`config.mk`:
```
export PLATFORM = sky130hd
export DESIGN_NAME = digest_serializer
export DESIGN_NICKNAME = d
export VERILOG_FILES = /design/src/rtl/digest_serializer.sv
export SDC_FILE = /design/constraint.sdc
export NUM_CORES = 1
export LEC_CHECK = 0
export BUFFER_PORTS_ARGS = -buffer_cell sky130_fd_sc_hd__buf_2
export CELL_PAD_IN_SITES_DETAIL_PLACEMENT = 0
export CELL_PAD_IN_SITES_GLOBAL_PLACEMENT = 2
export CORE_MARGIN = 1
export CORE_UTILIZATION = 36
export DETAILED_ROUTE_END_ITERATION = 8
export MAX_ROUTING_LAYER = met4
export PLACE_DENSITY = 0.89
export SYNTH_ARGS = -nofsm -noshare
export SYNTH_HDL_FRONTEND = slang
export SYNTH_SLANG_ARGS = --single-unit
```
`constraint.sdc`:
```
create_clock -name clk -period 3.95 [get_ports clk]
set_input_delay 0.79 -clock clk [delete_from_list [all_inputs] [get_ports clk]]
set_output_delay 0.79 -clock clk [all_outputs]
set_load 0.05 [all_outputs]
```
`src/rtl/digest_serializer.sv`:
```
// digest_serializer
//
// Captures a finished digest on a one-cycle strobe and hands it to a UART
// transmitter one symbol at a time, most-significant symbol first. Each
// symbol goes out with a one-cycle Tx_DV_out strobe. The next symbol waits
// for the transmitter's Tx_Done_in pulse. done_out marks the end of a digest.
//
// Build option: define DIGEST_ASCII_HEX_EN to emit each digest byte as two
// lowercase ASCII hex characters, high nibble first. Without it, raw bytes
// are emitted.
//
// Ports:
//   clk           system clock, rising edge
//   rst_n         asynchronous active-low reset
//   digest_in     finished digest, big-endian (top byte sent first)
//   digest_dv_in  one-cycle capture strobe for digest_in
//   Tx_Active_in  transmitter busy shifting a frame
//   Tx_Done_in    one-cycle end-of-frame pulse from the transmitter
//   Tx_DV_out     one-cycle strobe, Tx_Byte_out valid
//   Tx_Byte_out   symbol handed to the transmitter
//   busy_out      high from capture until done_out
//   done_out      one-cycle pulse after the last frame completes
//   drop_out      one-cycle pulse when a digest arrives while not idle
module digest_serializer #(
    parameter int unsigned DIGEST_BYTES = 32
) (
    input  logic                      clk,
    input  logic                      rst_n,
    input  logic [8*DIGEST_BYTES-1:0] digest_in,
    input  logic                      digest_dv_in,
    input  logic                      Tx_Active_in,
    input  logic                      Tx_Done_in,
    output logic                      Tx_DV_out,
    output logic [7:0]                Tx_Byte_out,
    output logic                      busy_out,
    output logic                      done_out,
    output logic                      drop_out
);

    localparam int unsigned DW = 8 * DIGEST_BYTES;
`ifdef DIGEST_ASCII_HEX_EN
    localparam int unsigned SYM_W = 4;
    localparam int unsigned NSYM  = 2 * DIGEST_BYTES;
`else
    localparam int unsigned SYM_W = 8;
    localparam int unsigned NSYM  = DIGEST_BYTES;
`endif
    localparam int unsigned CNT_W = (NSYM > 1) ? $clog2(NSYM) : 1;
    localparam logic [CNT_W-1:0] LAST_IDX = CNT_W'(NSYM - 1);

    localparam logic [1:0] S_IDLE   = 2'd0;
    localparam logic [1:0] S_SEND   = 2'd1;
    localparam logic [1:0] S_WAIT   = 2'd2;
    localparam logic [1:0] S_FINISH = 2'd3;

    logic [1:0]       state_q, state_d;
    logic [DW-1:0]    shreg_q, shreg_d;
    logic [CNT_W-1:0] cnt_q, cnt_d;
    logic             tx_dv_q;
    logic [7:0]       tx_byte_q, tx_byte_d;
    logic             busy_q, busy_d;
    logic             done_q, done_d;
    logic             drop_q, drop_d;
    logic             issue;
    logic [7:0]       sym_byte;
`ifdef DIGEST_ASCII_HEX_EN
    logic [3:0]       nib;
`endif

    always_comb begin
        state_d = state_q;
        shreg_d = shreg_q;
        cnt_d   = cnt_q;
        busy_d  = busy_q;
        done_d  = 1'b0;
        issue   = 1'b0;

        case (state_q)
            S_IDLE: begin
                if (digest_dv_in) begin
                    shreg_d = digest_in;
                    cnt_d   = '0;
                    busy_d  = 1'b1;
                    state_d = S_SEND;
                    issue   = !Tx_Active_in;
                end
            end
            S_SEND: begin
                issue = !Tx_Active_in;
            end
            S_WAIT: begin
                if (Tx_Done_in) begin
                    if (cnt_q == LAST_IDX) begin
                        busy_d  = 1'b0;
                        done_d  = 1'b1;
                        state_d = S_FINISH;
                    end else begin
                        shreg_d = shreg_q << SYM_W;
                        cnt_d   = cnt_q + CNT_W'(1);
                        state_d = S_SEND;
                        issue   = !Tx_Active_in;
                    end
                end
            end
            S_FINISH: begin
                state_d = S_IDLE;
            end
            default: begin
                state_d = S_IDLE;
            end
        endcase

        // The strobe is registered on the same edge that selects the symbol,
        // so the symbol comes from the next-state shift register.
        if (issue) begin
            state_d = S_WAIT;
        end

`ifdef DIGEST_ASCII_HEX_EN
        nib      = shreg_d[DW-1 -: 4];
        sym_byte = (nib < 4'd10) ? (8'h30 + {4'h0, nib}) : (8'h57 + {4'h0, nib});
`else
        sym_byte = shreg_d[DW-1 -: 8];
`endif
        tx_byte_d = issue ? sym_byte : tx_byte_q;
        drop_d    = digest_dv_in && (state_q != S_IDLE);
    end

    always_ff @(posedge clk or negedge rst_n) begin
        if (!rst_n) begin
            state_q   <= S_IDLE;
            shreg_q   <= '0;
            cnt_q     <= '0;
            tx_dv_q   <= 1'b0;
            tx_byte_q <= 8'h00;
            busy_q    <= 1'b0;
            done_q    <= 1'b0;
            drop_q    <= 1'b0;
        end else begin
            state_q   <= state_d;
            shreg_q   <= shreg_d;
            cnt_q     <= cnt_d;
            tx_dv_q   <= issue;
            tx_byte_q <= tx_byte_d;
            busy_q    <= busy_d;
            done_q    <= done_d;
            drop_q    <= drop_d;
        end
    end

    assign Tx_DV_out   = tx_dv_q;
    assign Tx_Byte_out = tx_byte_q;
    assign busy_out    = busy_q;
    assign done_out    = done_q;
    assign drop_out    = drop_q;

endmodule
```
# Word level (Yosys, flattened, before mapping)
# Cells that the tools add are included.
totals:
  reg_bits: 275
  inputBits: 261
  out_inout_bits: 12
  word_cells: 53
op_classes:
  add_sub_neg: 1
  n_eq_ne: 10
  muxes: 24
  n_reduce_logical: 9
op_table:
  columns: ["cell", "n"]
  rows:
  - ["$mux W256", 3]
  - ["$pmux W256 S2", 1]
  - ["$mux W5", 3]
  - ["$pmux W5 S2", 1]
  - ["$mux W1", 9]
  - ["$mux W2", 4]
  - ["$ne A2 B2 Y1 const B", 4]
  - ["$reduce_and A4 Y1", 2]
  - ["$ne A3 B3 Y1 const B", 2]
  - ["$pmux W2 S3", 1]
  - ["$add A5 B1 Y5 const B", 1]
  - ["$eq A5 B5 Y1 const B", 1]
  - ["$eq A2 B2 Y1 const B", 2]
  - ["$reduce_bool A2 Y1", 2]
  - ["$reduce_bool A4 Y1", 1]
  - ["$pmux W1 S3", 1]
  - ["$reduce_and A3 Y1", 1]
  - ["$eq A2 B1 Y1 const B", 1]
  - ["$logic_not A2 Y1", 1]
  - ["$pmux W1 S2", 1]
  - ["$logic_and A1 B1 Y1", 1]
  - ["$logic_not A1 Y1", 1]

# Depth between registers and ports, before layout
# Gate-level depths: netlist (run 1).
depth:
  word_depth: 6
  depth_mapped: 10
  depth_no_buf: 7

# Worst setup path before layout (run 1)
# Ideal clock, no wire load.
synth_path:
  kind: "register -> register"
  from: "register cnt_q[0]"
  to: "register tx_byte_q[0], in the netlist Tx_Byte_out[0]"
  setup_ns: 0.134
  arrival_ns: 1.810
  required_ns: 3.816
  slack_ns: 2.005
  path_stages_with_launch: 8
  path_buffers: 1
  synth_period_minus_slack_ns: 1.945
  cell_sequence: "dfrtp_1 -> ha_1 -> and3_1 -> ha_1 -> nand4bb_1 -> a21oi_2 -> buf_2 -> a31oi_1"
synth_via:
  elab_chain_len: 4
  elab_cells_between_ends: 7
  cone_classes: "1 x eq/ne; 6 x mux"
synth_rtl:
  columns: ["element", "line", "source"]
  rows:
  - ["start, declared", "58", "logic [CNT_W-1:0] cnt_q, cnt_d;"]
  - ["start signal, assigned", "142", "cnt_q <= cnt_d;"]
  - ["$eq A5 B5 Y1", "93", "if (cnt_q == LAST_IDX) begin"]
  - ["$mux W1", "93", null]
  - ["$mux W1", "92", "if (Tx_Done_in) begin"]
  - ["$pmux W1 S3", "78", "case (state_q)"]
  - ["named net issue", "64", "logic issue;"]
  - ["end signal, assigned", "144", "tx_byte_q <= tx_byte_d;"]
  - ["end, declared", "60", "logic [7:0] tx_byte_q, tx_byte_d;"]
# The timed path passes the listed nets, and every way through them passes these cells. The select of a mux whose other input is x is not followed.
# A chain may end at the register's enable or synchronous reset.

# Worst setup path after layout (run 1)
layout_path:
  from: "register cnt_q[0]"
  to: "register shreg_q[38]"
layout_via:
  elab_chain_len: 3
layout_rtl:
  columns: ["element", "line", "source"]
  rows:
  - ["$eq A5 B5 Y1", "93", null]
  - ["$ne A2 B2 Y1 (no line)", null, null]
  - ["$reduce_and A4 Y1 (no line)", null, null]
  - ["end signal, assigned", "141", "shreg_q <= shreg_d;"]
  - ["end, declared", "57", "logic [DW-1:0] shreg_q, shreg_d;"]
# No other way between the ends.

==> reports/summary.md, run 1 <==
• **RePlAce Congestion** 0.7762
• **fraction of layout instances using a drive strength above 1** 24.12%
• **unrepaired setup endpoints after global routing** no
• **clock tree root driver cell** clkbuf_16
• **combined global-route utilization of all metal layers** 19.42%
• **yosys warns** 0
• **part of the power in registers** 43.8%
• **starting DRC count in detailed routing** 796
• **DRC violations left** 0
• **MaxCap Viol Count** 0
• **initial antenna violation count** 14
• **width of the die** 181.4 um
• **area of combinational cells with multiple inputs** 4129 sq um
• **input/output buffers** 272
• **switching share of power** 35.82%
• **via count of the first global-routing pass** 9077
• **combinational family with the most area after synthesis** compound AO/OA/AOI/OAI gates
• **post-synthesis cell area** 11580 sq um
• **launching element type of the critical path** flop
• **boundary pin count** 273
• **sequential share of the synthesized area** 59.41%
• **layer with the highest usage after global routing** met2
• **kind of end point of the critical path** flop
• **worst vdd ir** 0.5093 mV
• **PwrDens** 788.0 nW/um^2
• **Period minus WS final** 2.590 ns
• **count of unique library cells instantiated by Yosys** 27
• **XOR/XNOR share of the synthesized area** 0.1512%
• **maximum count of clock buffers along a single path** 3
• **hold-fix buffers at CTS** 0
• **number of buffers inserted to repair setup after CTS** 0
• **latest clock arrival within the worst-skew pair** 0.55 ns
• **Area Growth Syn to Fin** 22.66%
• **critical path data arrival time** 3.07 ns
• **Floorplan Core Area** 31640 sq um
• **clock buffer count from CTS** 31
• **clk sinks** 275
• **ys flop type** dfrtp_1
• **Detailed Place HPWL** 19.60 mm
• **result of the run** finished clean
• **most area-consuming cells after synthesis** dfrtp_1 59%, nand2_1 16%, a22oi_1 16%, buf_4 2.3%, buf_2 1.3%
• **worst hold-check slack** 0.2850 ns
• **P_int** 0.007186 W
• **Site Rows** 65
• **total leakage power** 7.393 nW
• **Final Setup Violations** 0
• **slew of the pin with the lowest slew margin** 0.9305 ns
• **worst clock skew on the final layout** 0.005960 ns
• **final std cells w/o fill** 1839
• **Fill cells** 3145
• **clock-pin slew of the registers on the worst-case setup and hold paths** 0.06 ns
• **Yosys reg bits** 275
• **fraction of synthesized area in multiplexers** 0%
• **Worst Path Max Fanout** 55
• **crit path kind** flop to flop
• **net switching power of the design** 0.004010 W
• **fraction of power consumed by the clock network** 27.3%
• **Initial Util** 36.61%
• **Routed Antenna Nets** 0
• **cell types with the highest counts after synthesis** 503 x nand2_1, 275 x dfrtp_1, 248 x a22oi_1
• **routed vias/inst** 4.999
• **area enclosed by the die boundary** 32900 sq um
• **level count of the clock H-tree** 1
• **headroom to the max-slew limit** 37.97%
• **Final #Nets** 1660
• **global route overflow** 0
• **Total Neg Setup Slack** 0 ns
• **Syn Inst Count** 1167
• **cell with the most instances after synthesis** nand2_1
• **number of hold-slack violations in the final timing report** 0
• **Global Route met1 Usage** 26.74%
• **Pre-Repair DR Iteration Count** 6
• **Crit path required time** 4.43 ns
• **average wire length per cell after detail routing** 16.97 um
• **synthesized-area fraction occupied by and/or/nand/nor cells** 17.39%
• **total wire length** 31.22 mm
• **Post-Synth Adder-Cell Area** 0.2161%
• **count of placed standard cells including taps** 1766
• **TritonCTS clock tree** built
• **final cycle utilization of the critical path** 65.56%
• **DR vias** 9193
• **Global Route met3 Usage** 5.355%
• **proportion of register bits with asynchronous set or reset after synthesis** 100.0%
• **total count of max-transition violations in the final report** 0
• **Compound-Gate Fraction of Synth Area** 17.81%
• **post-synth top area share** 59.41%
• **maximum number of pins on one net before global-route repair** 152
• **class of the worst hold path** input pin to async pin
• **global-route track usage on met2** 28.54%
• **synthesized area per cell** 9.925 sq um
• **cell type with the largest total area after synthesis** dfrtp_1
• **Post-synth EDFFs** 0
• **Post-Synthesis Net Count** 1430
• **first-pass GRT wire length** 49.94 mm
• **highest clock frequency the design can meet** 0.3862 GHz
• **register cell area after layout** 6882 sq um
• **relative contribution of combinational cells to total power** 29.0%
• **Gates resized, CTS repair** 0
• **Vert. Die Dim** 181.4 um
[state kept, by name, summed over array words and instances, names as in the netlist]
name,cells
drop_out,1
done_out,1
shreg_q,256
busy_out,1
cnt_q,5
Tx_Byte_out,8
state_q,2
Tx_DV_out,1
[power by group through the flow]
stage	combinational (W)	sequential, W	clock (W)
finish	0.00324	0.00490	0.00305
global route	0.00374	0.00507	0.00324
CTS	0.00329	0.00491	0.00313
detailed placement	0.00328	0.00494	0
global placement	0.00320	0.00493	0
floorplan	0.00251	0.00487	0
[cell type report]
cell class	count	area share, %
diodes	15	0.2642
clock buffers	42	6.173
clock inverters	16	1.532
multi-input cells	805	29.06
flip-flops and latches	275	48.44
well taps	402	3.540
repair buffers	284	10.99
[cell families (layout without fill, tap and decap cells)]
logic type	count (synthesis)	after routing
compound gates	276	276
xor+xnor	2	2
fa+ha+maj	2	2
buf+inv	87	342
flops	275	275
other cells	0	15
simple gates	525	525
[layer usage]
| metal | share of wire [%] | vias up |
|---|---|---|
| met1 | 46 | 4401 |
| met3 | 6.9 | 41 |
| met4 | 1.9 | 0 |
| met2 | 46 | 238 |
| li1 | - | 4513 |
| met5 | 0 | - |
[placed cells by master, fill, tap and decap left out, drive strengths merged, types with 2 or more instances in the layout]
cell type	instances
diode	15
a21bo	2
dfrtp	275
nand2	503
o21ai	4
xor2	2
a22o	8
ha	2
o21bai	2
bufinv	5
a21oi	3
nor2b	2
buf	284
a31oi	8
a22oi	248
clkinvlp	2
clkbuf	42
nor2	13
clkinv	8
[worst paths after layout]
kind                          startpoint      endpoint  slack (ns)  cells after the start
min                                rst_n  shreg_q[134]        0.29                      1
max reg2reg                     cnt_q[0]   shreg_q[38]        1.36                      7
min reg2reg                 shreg_q[248]  shreg_q[248]        0.47                      2
min in group clk           digest_in[46]   shreg_q[46]        0.44                      3
max in group asynchronous          rst_n  shreg_q[171]        2.70                      2
max                             cnt_q[0]   shreg_q[38]        1.36                      7
[per-stage QoR]
stage | setup slack, ns | instance area [sq um] | util [%] | total power [W]
final | 1.360 | 14210 | 44.91 | 0.01120
after CTS | 1.361 | 14170 | 44.79 | 0.01133
after floorplan | 2.005 | 11580 | - | 0.007377
after global routing | 1.160 | 14200 | 44.90 | 0.01205
after global placement | 1.401 | 13080 | 41.33 | 0.008130
after detailed placement | 1.376 | 13080 | 41.33 | 0.008219
[critical path, stage by stage, from the launching register on]
cell      delay (ns)
dfrtp_1         0.40
ha_1            0.21
and3_1          0.15
ha_1            0.21
and4bb_4        0.61
buf_4           0.59
a22oi_1         0.19
nand2_1         0.12
Power figures use the tool's default switching activity.
==> inputs of run 2 (changes only) <==
CORE_UTILIZATION = 33   (was 36)
PLACE_DENSITY = 0.83   (was 0.89)
clock period = 2.65 ns   (was 3.95 ns; I/O delays follow)
==> reports/summary.md, run 2 (synthesis results as in run 1) <==
• **unrepaired setup endpoints after global routing** no
• **Vert. Die Dim** 189.3 um
• **initial antenna violation count** 12
• **clk sinks** 275
• **average wire length per cell after detail routing** 17.43 um
• **Worst Path Max Fanout** 68
• **global route overflow** 0
• **Routed Antenna Nets** 0
• **RePlAce Congestion** 0.7630
• **highest clock frequency the design can meet** 0.4248 GHz
• **Pre-Repair DR Iteration Count** 5
• **clock-pin slew of the registers on the worst-case setup and hold paths** 0.06 ns
• **CP most frequent cell** ha_1
• **crit-path max cell delay** 0.41 ns
• **total leakage power** 7.551 nW
• **FF-to-FF End** shreg_q[122]
• **worst reg2reg path depth** 8
• **maximum count of clock buffers along a single path** 3
• **MaxCap Viol Count** 0
• **boundary pin count** 273
• **cell area after placement** 13300 sq um
• **via count of the first global-routing pass** 9364
• **routed vias/inst** 4.903
• **Area Growth Syn to Fin** 25.82%
• **Gates resized, CTS repair** 0
• **Total Neg Setup Slack** 0 ns
• **TritonCTS clock tree** built
• **worst clock skew on the final layout** 0.01314 ns
• **total wire length** 33.26 mm
• **DRC violations left** 0
• **hold-fix buffers at CTS** 0
• **max FFs per register** 256
• **Site Rows** 68
• **critical path data arrival time** 2.80 ns
• **launching element type of the critical path** flop
• **number of buffer and inverter stages on the critical path** 2
• **clock tree root driver cell** clkbuf_16
• **dominant delay contributor by cell family on the critical path** buffers and inverters
• **total count of max-transition violations in the final report** 0
• **worst vdd ir** 0.6277 mV
• **final cycle utilization of the critical path** 88.83%
• **class of the worst hold path** input pin to async pin
• **worst hold-check slack** 0.0009595 ns
• **width of the die** 189.3 um
• **Period minus WS final** 2.354 ns
• **number of hold-slack violations in the final timing report** 0
• **starting DRC count in detailed routing** 762
• **Detailed Place HPWL** 21.62 mm
• **register ranked first by flip-flop count** shreg_q
• **commonest cells after routing, fill and taps aside** 503 x nand2_1, 275 x dfrtp_1, 271 x buf_2
• **first-pass GRT wire length** 52.63 mm
• **clock buffer count from CTS** 34
• **worst slack after detailed placement** 0.3269 ns
• **level count of the clock H-tree** 2
• **standard cell with the maximum stage delay on the critical path** dfrtp_1
• **leading cell type in the layout, fill and taps excluded** nand2_1
• **Floorplan Core Area** 34540 sq um
• **reg-to-reg setup timing slack** 0.30 ns
• **fraction of layout instances using a drive strength above 1** 24.93%
• **crit path kind** flop to flop
• **maximum number of pins on one net before global-route repair** 110
• **slew of the pin with the lowest slew margin** 0.5897 ns
• **number of buffers inserted to repair setup after CTS** 0
• **startpoint of the lowest-slack register-to-register path** cnt_q[0]
• **critical path cell sequence** ha_1, and3_1, ha_1, and4bb_4, buf_12, buf_4, a22oi_1, nand2_1
• **input/output buffers** 272
• **result of the run** finished clean
• **kind of end point of the critical path** flop
• **latest clock arrival within the worst-skew pair** 0.51 ns
• **PwrDens** 1190 nW/um^2
• **Final Setup Violations** 0
• **final critical-path setup slack** 0.2961 ns
• **headroom to the max-slew limit** 60.69%
• **area enclosed by the die boundary** 35850 sq um
• **combined global-route utilization of all metal layers** 19.11%
• **Initial Util** 33.53%
• **post-route standard cell area excluding fillers** 14570 sq um
• **DR vias** 9355
• **Crit path required time** 3.10 ns
• **Final #Nets** 1678
==> run 2: worst max path at each step <==
stage / from / to / cells after the start / slack, ns
finish: cnt_q[0] / shreg_q[122] / 8 / 0.30
global placement: cnt_q[0] / shreg_q[103] / 8 / 0.35
floorplan: cnt_q[0] / Tx_Byte_out[0] / 7 / 0.71
CTS: cnt_q[0] / shreg_q[122] / 8 / 0.31
global route: cnt_q[0] / shreg_q[109] / 8 / 0.17
detailed placement: cnt_q[0] / shreg_q[141] / 8 / 0.33
==> run 2: worst reg2reg max path, cell delays in order, from the launching register on <==
cell,delay (ns)
dfrtp_1,0.41
ha_1,0.22
and3_1,0.14
ha_1,0.21
and4bb_4,0.38
buf_12,0.31
buf_4,0.41
a22oi_1,0.15
nand2_1,0.08
==> run 2: final cells by class <==
class                      instances  area (sq um)
clock inverter                     9         196.4
multi-input combinational        805          4129
timing repair buffer             299          1724
antenna                           13         32.53
clock buffer                      52          1040
sequential                       275          6882
fill                            3444         19970
tap                              455         569.3
==> run 2: report_power, final <==
group	internal, W	total (W)	switching [W]
sequential	0.00619	0.00732	0.00113
combinational	0.00184	0.00501	0.00317
clock	0.00320	0.00501	0.00181
total	0.0112	0.0173	0.00611
==> run 2: layer usage <==
layer  part of all wire [%]  track usage [%]  wire length, um  up-vias
li1                       -                -                -     4539
met3                    6.3            4.449             2089       49
met1                     46            26.26            15330     4522
met2                     46            28.14            15240      245
met4                    1.8            5.242              600        0
met5                      0                -                0        -
==> run 2: per-stage QoR <==
step	util, %	power, W	instances
2_1_floorplan	-	0.01100	1167
3_3_place_gp	38.51	0.01232	1834
3_5_place_dp	38.51	0.01245	1834
4_1_cts	42.09	0.01758	1895
5_1_grt	42.17	0.01866	1906
6_report	42.19	0.01734	1908
==> inputs of run 3 (changes only) <==
ABC_AREA = 1   (was default)
CORE_MARGIN = 5   (was 1)
CORE_UTILIZATION = 32   (was 33)
PLACE_DENSITY = 0.82   (was 0.83)
==> reports/summary.md, run 3 <==
• **combined global-route utilization of all metal layers** 17.09%
• **critical path data arrival time** 2.69 ns
• **Floorplan Core Area** 35570 sq um
• **TritonCTS clock tree** built
• **sequential share of the synthesized area** 59.83%
• **proportion of register bits with asynchronous set or reset after synthesis** 100.0%
• **yosys warns** 0
• **total leakage power** 7.543 nW
• **Initial Util** 32.34%
• **area enclosed by the die boundary** 39840 sq um
• **latest clock arrival within the worst-skew pair** 0.55 ns
• **starting DRC count in detailed routing** 733
• **final cycle utilization of the critical path** 83.47%
• **PwrDens** 1147 nW/um^2
• **unrepaired setup endpoints after global routing** no
• **clock-pin slew of the registers on the worst-case setup and hold paths** 0.06 ns
• **Yosys reg bits** 275
• **cell with the most instances after synthesis** nand2_1
• **cell type with the largest total area after synthesis** dfrtp_1
• **Detailed Place HPWL** 22.71 mm
• **number of buffers inserted to repair setup after CTS** 0
• **Period minus WS final** 2.212 ns
• **width of the die** 199.6 um
• **worst hold-check slack** 0.1858 ns
• **number of hold-slack violations in the final timing report** 0
• **launching element type of the critical path** flop
• **slew of the pin with the lowest slew margin** 0.5191 ns
• **input/output buffers** 272
• **clock buffer count from CTS** 31
• **result of the run** finished clean
• **boundary pin count** 273
• **clk sinks** 275
• **total count of max-transition violations in the final report** 0
• **DRC violations left** 0
• **register ranked first by flip-flop count** shreg_q
• **Syn Inst Count** 1217
• **Final #Nets** 1722
• **max FFs per register** 256
• **critical path cell sequence** ha_1, nand2_1, nor2_1, ha_1, nor2_1, nand2_1, inv_8, nor2_4, buf_4, nand2_1, nand2_1
• **worst vdd ir** 0.7134 mV
• **standard cell with the maximum stage delay on the critical path** buf_4
• **Vert. Die Dim** 199.6 um
• **DR vias** 9517
• **synthesized area per cell** 9.451 sq um
• **global route overflow** 0
• **Crit path required time** 3.13 ns
• **post-synth top area share** 59.83%
• **Post-Synthesis Net Count** 1480
• **worst slack after detailed placement** 0.4622 ns
• **count of unique library cells instantiated by Yosys** 16
• **worst clock skew on the final layout** 0.01081 ns
• **commonest cells after routing, fill and taps aside** 547 x nand2_1, 275 x dfrtp_1, 271 x buf_2
• **Gates resized, CTS repair** 0
• **total wire length** 34.20 mm
• **level count of the clock H-tree** 1
• **Area Growth Syn to Fin** 25.26%
• **Worst Path Max Fanout** 46
• **fraction of layout instances using a drive strength above 1** 23.30%
• **highest clock frequency the design can meet** 0.4521 GHz
• **cell types with the highest counts after synthesis** 547 x nand2_1, 275 x dfrtp_1, 240 x a22oi_1
• **leading cell type in the layout, fill and taps excluded** nand2_1
• **headroom to the max-slew limit** 65.39%
• **ys flop type** dfrtp_1
• **maximum number of pins on one net before global-route repair** 104
• **clock tree root driver cell** clkbuf_16
• **maximum count of clock buffers along a single path** 3
• **crit-path max cell delay** 0.46 ns
• **final critical-path setup slack** 0.4381 ns
• **routed vias/inst** 4.863
• **initial antenna violation count** 13
• **most area-consuming cells after synthesis** dfrtp_1 60%, nand2_1 18%, a22oi_1 16%, buf_2 3.0%, nand3_1 1.3%
• **kind of end point of the critical path** flop
• **Routed Antenna Nets** 0
• **Power, Total** 0.01652 W
• **first-pass GRT wire length** 53.39 mm
• **RePlAce Congestion** 0.7967
• **Final Setup Violations** 0
• **Pre-Repair DR Iteration Count** 5
• **average wire length per cell after detail routing** 17.47 um
• **class of the worst hold path** input pin to flop
• **MaxCap Viol Count** 0
• **Post-synth EDFFs** 0
• **crit path kind** flop to flop
• **via count of the first global-routing pass** 9615
• **Site Rows** 69
• **CP most frequent cell** nand2_1
• **post-synthesis cell area** 11500 sq um
• **Total Neg Setup Slack** 0 ns
[run 3: cell types whose count changed after synthesis, moves of 6 or more]
cell / previous run / this run
nand3_1: 0 / 30
inv_1: 0 / 9
a22o_1: 8 / 0
a22oi_1: 248 / 240
nand2_1: 503 / 547
a31oi_1: 8 / 0
nand4_1: 1 / 9
buf_6: 11 / 0
buf_4: 36 / 0
clkbuf_1: 11 / 17
buf_2: 29 / 69
[run 3: report_power, final]
part	total (W)	switching, W	internal (W)
logic	0.00502	0.00320	0.00182
registers	0.00724	0.00109	0.00615
clock network	0.00426	0.00168	0.00258
[run 3: cells by family after synthesis]
| family | Yosys count | synth area share, % |
|---|---|---|
| buffers and inverters | 97 | 3.916 |
| AND/OR/NAND/NOR | 598 | 20.16 |
| AO/OA/AOI/OAI | 245 | 15.88 |
| flip-flops | 275 | 59.83 |
| adder cells (fa/ha/maj) | 2 | 0.2175 |
[run 3: worst paths after layout]
kind / start / to / slack, ns / cells after the start
worst max-delay path: cnt_q[0] / shreg_q[130] / 0.44 / 11
worst min-delay path: digest_in[2] / shreg_q[2] / 0.19 / 3
min in group asynchronous: rst_n / shreg_q[27] / 0.47 / 2
max in group asynchronous: rst_n / shreg_q[93] / 1.44 / 3
worst max register to register: cnt_q[0] / shreg_q[130] / 0.44 / 11
worst min register to register: shreg_q[1] / shreg_q[1] / 0.47 / 2
[run 3: stage by stage]
stage | instances | util, % | area, sq um
CTS | 1942 | 40.40 | 14370
global placement | 1886 | 37.52 | 13350
detailed placement | 1886 | 37.52 | 13350
finish | 1957 | 40.51 | 14410
global route | 1955 | 40.49 | 14400
floorplan | 1217 | - | 11500
[run 3: routing by layer]
layer	global-route usage, %	vias up	wire [um]
li1	-	4661	-
met1	23.79	4587	15440
met2	25.36	223	15630
met3	4.165	46	2333
met4	4.101	0	783
met5	-	-	0
[run 3: critical path: cells and delay by family, from the launching register on]
family | cells | cell delay (ns)
buf+inv | 2 | 0.55
simple gates | 7 | 0.84
flops | 1 | 0.38
fa+ha+maj | 2 | 0.35
[run 3: layout make-up]
class                   count  area, sq um
inverters                  11        56.30
clock buffers              49        933.4
clock inverters             6        80.08
repair buffers            295         1672
diodes                     15        37.54
fillers                  3591        21160
well taps                 461        576.8
multi-input cells         845         4170
flip-flops and latches    275         6882
[run 3: timing repair]
item	in CTS	in global routing
endpoints found under the setup margin	0	0
hold buffers	1	0
endpoints found under the hold margin	41	0
